### config.mk
export PLATFORM = sky130hd
export DESIGN_NAME = inst_fetch_queue
export DESIGN_NICKNAME = d
export VERILOG_FILES = /design/src/rtl/inst_fetch_queue.sv
export SDC_FILE = /design/constraint.sdc
export NUM_CORES = 1
export LEC_CHECK = 0
export ABC_AREA = 1
export BUFFER_PORTS_ARGS = -buffer_cell sky130_fd_sc_hd__buf_2
export CORE_MARGIN = 2
export CORE_UTILIZATION = 50
export DETAILED_ROUTE_END_ITERATION = 12
export GPL_ROUTABILITY_DRIVEN = 0
export PLACE_DENSITY = 0.68
export SYNTH_ARGS = -nofsm -noshare
export SYNTH_HDL_FRONTEND = slang
export SYNTH_SLANG_ARGS = --single-unit
### constraint.sdc
create_clock -name clk_in -period 10.68 [get_ports clk_in]
set_input_delay 1.068 -clock clk_in [delete_from_list [all_inputs] [get_ports clk_in]]
set_output_delay 1.068 -clock clk_in [all_outputs]
set_load 0.02 [all_outputs]
### src/rtl/inst_fetch_queue.sv
// rtl/inst_fetch_queue.sv - decoupled fetch front end with RVC-aware PC step and DEPTH-entry instruction queue
module inst_fetch_queue #(
  parameter int          DEPTH    = 8,
  parameter logic [31:0] RESET_PC = 32'h0,
  parameter int          CNT_W    = $clog2(DEPTH) + 1
) (
  input  logic             clk_in,
  input  logic             rst_n_in,
  input  logic             rdy_in,
  input  logic             clear_in,
  input  logic [31:0]      clear_pc_in,
  input  logic             redir_in,
  input  logic [31:0]      redir_pc_in,
  input  logic             stall_req_in,
  input  logic             stall_end_in,
  input  logic [31:0]      jalr_addr_in,
  input  logic             inst_ready_in,
  input  logic [31:0]      inst_in,
  input  logic             mem_busy_in,
  output logic             inst_req_out,
  output logic [31:0]      pc_out,
  output logic             deq_valid_out,
  input  logic             deq_ready_in,
  output logic [31:0]      deq_inst_out,
  output logic [31:0]      deq_pc_out,
  output logic             deq_is_c_out,
  output logic [CNT_W-1:0] count_out,
  output logic             full_out,
  output logic             stall_out
);

  localparam int PTR_W = $clog2(DEPTH);

  typedef enum logic {FETCH = 1'b0, STALL = 1'b1} state_t;

  state_t           state, state_next;
  logic             cur_mem_busy;
  logic [31:0]      pc;
  logic [PTR_W-1:0] rd_ptr, wr_ptr;
  logic [CNT_W-1:0] count;
  logic [31:0]      inst_mem [DEPTH];
  logic [31:0]      pc_mem   [DEPTH];
  logic [DEPTH-1:0] c_mem;

  logic        full, enq, deq, flush, resume, new_is_c;
  logic [31:0] pc_step;

  assign full     = (count == CNT_W'(DEPTH));
  assign new_is_c = (inst_in[1:0] != 2'b11);
  assign pc_step  = new_is_c ? 32'd2 : 32'd4;
  assign enq      = inst_req_out && inst_ready_in;
  assign deq      = (count != '0) && deq_ready_in && rdy_in;
  // clear wins even while paused; redirect and stall only act when running
  assign flush    = clear_in || (rdy_in && (redir_in || stall_req_in));
  assign resume   = (state == STALL) && stall_end_in && rdy_in;

  always_ff @(posedge clk_in or negedge rst_n_in) begin
    if (!rst_n_in) state <= FETCH;
    else           state <= state_next;
  end

  always_comb begin
    state_next = state;
    if (clear_in)
      state_next = FETCH;
    else if (rdy_in) begin
      if (redir_in)                               state_next = FETCH;
      else if (stall_req_in)                      state_next = STALL;
      else if ((state == STALL) && stall_end_in)  state_next = FETCH;
    end
  end

  always_comb begin
    stall_out    = (state == STALL);
    inst_req_out = (state == FETCH) && !full && !cur_mem_busy && rdy_in;
  end

  always_ff @(posedge clk_in or negedge rst_n_in) begin
    if (!rst_n_in) begin
      cur_mem_busy <= 1'b0;
      pc           <= RESET_PC;
      rd_ptr       <= '0;
      wr_ptr       <= '0;
      count        <= '0;
    end else begin
      cur_mem_busy <= mem_busy_in;
      if (flush) begin
        // any same-cycle dequeue is moot: the whole queue is dropped
        rd_ptr <= '0;
        wr_ptr <= '0;
        count  <= '0;
        if (clear_in)      pc <= clear_pc_in;
        else if (redir_in) pc <= redir_pc_in;
      end else if (resume) begin
        pc <= jalr_addr_in;
      end else begin
        if (enq) begin
          wr_ptr <= wr_ptr + PTR_W'(1);
          pc     <= pc + pc_step;
        end
        if (deq) rd_ptr <= rd_ptr + PTR_W'(1);
        if (enq && !deq)      count <= count + CNT_W'(1);
        else if (!enq && deq) count <= count - CNT_W'(1);
      end
    end
  end

  always_ff @(posedge clk_in) begin
    if (enq && !flush) begin
      inst_mem[wr_ptr] <= inst_in;
      pc_mem[wr_ptr]   <= pc;
      c_mem[wr_ptr]    <= new_is_c;
    end
  end

  assign pc_out        = pc;
  assign count_out     = count;
  assign full_out      = full;
  assign deq_valid_out = (count != '0);
  assign deq_inst_out  = inst_mem[rd_ptr];
  assign deq_pc_out    = pc_mem[rd_ptr];
  assign deq_is_c_out  = c_mem[rd_ptr];

endmodule
==> metrics.txt <==
Setup-failing EPs final 0; post-route insts no fill 2970; GRT Util Overall 23.5%; share of cells above drive strength 1 15.7%; first-pass GRT wire length 90300 um; Worst VDD drop 0.119 mV; status finished clean; ys async rst share 7.80%; worst-margin pin slew 1.13 ns; CP max stage cell dfrtp_4; via count 16600; Worst Skew 0.0176 ns; DR pass1 iterations 6; final wirelength 58400 um; Post-Syn Area per Cell 11.3 sq um; Critical Path Fanout Max 100; Req. time, crit path 9.61 ns; fin nets 2458; YS warnings 0; arrival time worst endpoint 4.32 ns; CTS tree built; # IOs 243; clk root buf clkbuf_16; Initial Util 50.4%; top_reg_cell synth edfxtp_1; Vias/cell 5.59; Final Max Tran Viols 0; number of synthesized flops with an enable pin 520; CTS Buffer Depth 3; P&R area growth vs syn 14.2%; port bufs 242; sequential cell area fraction in the yosys report 69.9%; # rows 80; Post-CTS Hold Fix Bufs 0; gr ovfl total 0; Pwr Density 177 mW/mm^2; Startpoint Class register; synthesized flop and latch total 564; DPL Wire Length 32500 um; CTS buffer count 56; RSZ-0062 raised after global routing false; Yosys cell types 35; PostCTS Resize Cnt 0; Final Total Pwr 0.00485 W; Crit. End Element output port; final hold viol count 0; Syn Inst Count 2111; Skew-Pair Late Insertion Delay 0.60 ns; clock-pin slew on the worst setup and hold paths 0.06 ns; vias in the first global route 16200; syn_nets 2257; initial DRC count 1426; drt drc 0; largest net degree at the start of global routing 182; Post-Syn Area 0.0239 sq mm; Die Wd 223 um; Critical Path, Cell by Cell buf_4 > buf_4 > nor2_1 > o32ai_1 > nand2_1 > nand2_1 > buf_2; HP Class input port to register; P_leak 10.1 nW; critical path type register to output port; min Tclk post-route 5.39 ns; CTS sink count 564; slowest stage delay, CP 0.96 ns; Final ANT Viol Nets 0; initial antenna violation count 1; Placeable Area 0.0474 sq mm; Die Height 223 um; slew margin rel. 24.9%; Placed Instances 2869; Tcrit/Tclk final 50.5%; # H-tree levels 2; DR WL/cell 19.7 um; Setup TNS Final 0 ns; die area 0.0496 sq mm; Fmax 0.185 GHz; setup repair bufs after CTS 0; fill count 3891; Max-Cap Viols 0
## flip-flops by register name, summed over array words and instances, names as in the netlist
signal	flops
rd_ptr	3
pc_mem	256
pc_out	32
stall_out	1
count_out	4
wr_ptr	3
inst_mem	256
c_mem	8
cur_mem_busy	1
## metrics by stage
step / hold WS [ns] / cell area (sq um) / util (%) / setup slack (ns)
after floorplan: 0.542 / 23900 / - / 3.87
after global placement: 0.556 / 25600 / 53.9 / 6.02
after detailed placement: 0.571 / 25600 / 53.9 / 5.93
after CTS: 0.542 / 27300 / 57.6 / 5.26
after global routing: 0.555 / 27300 / 57.6 / 5.04
final: 0.580 / 27300 / 57.6 / 5.29
## critical path: cells and delay by family (launching register included)
family,cells,cell delay [ns]
and+or+nand+nor,3,0.39
DFF,1,0.96
buffers and inverters,3,1.97
AOI/OAI and AO/OA,1,0.30
## final timing paths
path | startpoint | to | slack [ns] | depth (start not counted)
max in group asynchronous | rst_n_in | rd_ptr[1] | 9.31 | 1
min | mem_busy_in | cur_mem_busy | 0.58 | 1
min in group asynchronous | rst_n_in | count_out[2] | 0.64 | 1
max | rd_ptr[0] | deq_pc_out[10] | 5.29 | 7
min reg2reg | count_out[1] | count_out[1] | 0.58 | 2
max reg2reg | stall_out | inst_mem[6][2] | 7.58 | 7
## where the power goes
part / internal [W] / leakage, nW / switching (W)
sequential: 0.00248 / 5.24 / 0.000114
clock: 0.00109 / 0.840 / 0.000780
combinational: 0.000128 / 4.04 / 0.000252
total: 0.00370 / 10.1 / 0.00115
## Yosys cell counts (7+ instances only)
cell type | number | area share, %
clkbuf_1 | 61 | 0.96
nor2_1 | 465 | 7.3
buf_2 | 42 | 0.88
o32ai_1 | 130 | 4.8
o211ai_1 | 7 | 0.22
dfrtp_1 | 44 | 4.6
nand3_1 | 30 | 0.63
xor2_1 | 8 | 0.29
nand3b_1 | 10 | 0.31
buf_1 | 10 | 0.16
a21oi_1 | 58 | 1.2
inv_1 | 32 | 0.50
o21ai_0 | 146 | 3.1
edfxtp_1 | 520 | 65
nand2_1 | 488 | 7.7
nor3_1 | 9 | 0.19
## cells in the final DEF (no fill, tap or decap), drive strengths merged, types with 6 or more instances in the layout
| cell | instances |
|---|---|
| o21ai | 151 |
| nand2 | 495 |
| nand3b | 10 |
| o32ai | 130 |
| nor3 | 11 |
| edfxtp | 520 |
| dfrtp | 44 |
| a21oi | 58 |
| clkinv | 13 |
| inv | 40 |
| xor2 | 8 |
| nand3 | 30 |
| nor2 | 470 |
| ha | 6 |
| clkbuf | 79 |
| buf | 264 |
| o211ai | 7 |
## kinds of logic after synthesis
kind of cell,Yosys count,share of synthesized area [%]
AND/OR/NAND/NOR,1021,16.9
buffers and inverters,159,2.87
AO/OA/AOI/OAI,347,9.39
flip-flops,564,69.9
XOR/XNOR,12,0.440
adder cells (fa/ha/maj),8,0.481
## final cells by class
class | count | area (sq um) | share of cell area [%]
clock inverter | 20 | 198 | 0.724
multi-input combinational | 1388 | 6550 | 24.0
timing repair buffer | 264 | 1380 | 5.04
antenna | 2 | 5.00 | 0.0183
sequential | 564 | 16700 | 61.2
clock buffer | 79 | 1540 | 5.63
tap | 615 | 769 | 2.82
inverter | 38 | 150 | 0.550
## per-layer routing
layer / wire [um] / share of wire (%) / vias up / global-route usage [%]
met1: 25200 / 43 / 8045 / 31.6
met5: 0 / 0 / - / 0
li1: - / - / 7857 / -
met2: 28200 / 48 / 614 / 39.4
met3: 3590 / 6.1 / 91 / 3.90
met4: 1380 / 2.4 / 0 / 7.14
Note: power is estimated with default switching activity, not from simulation.
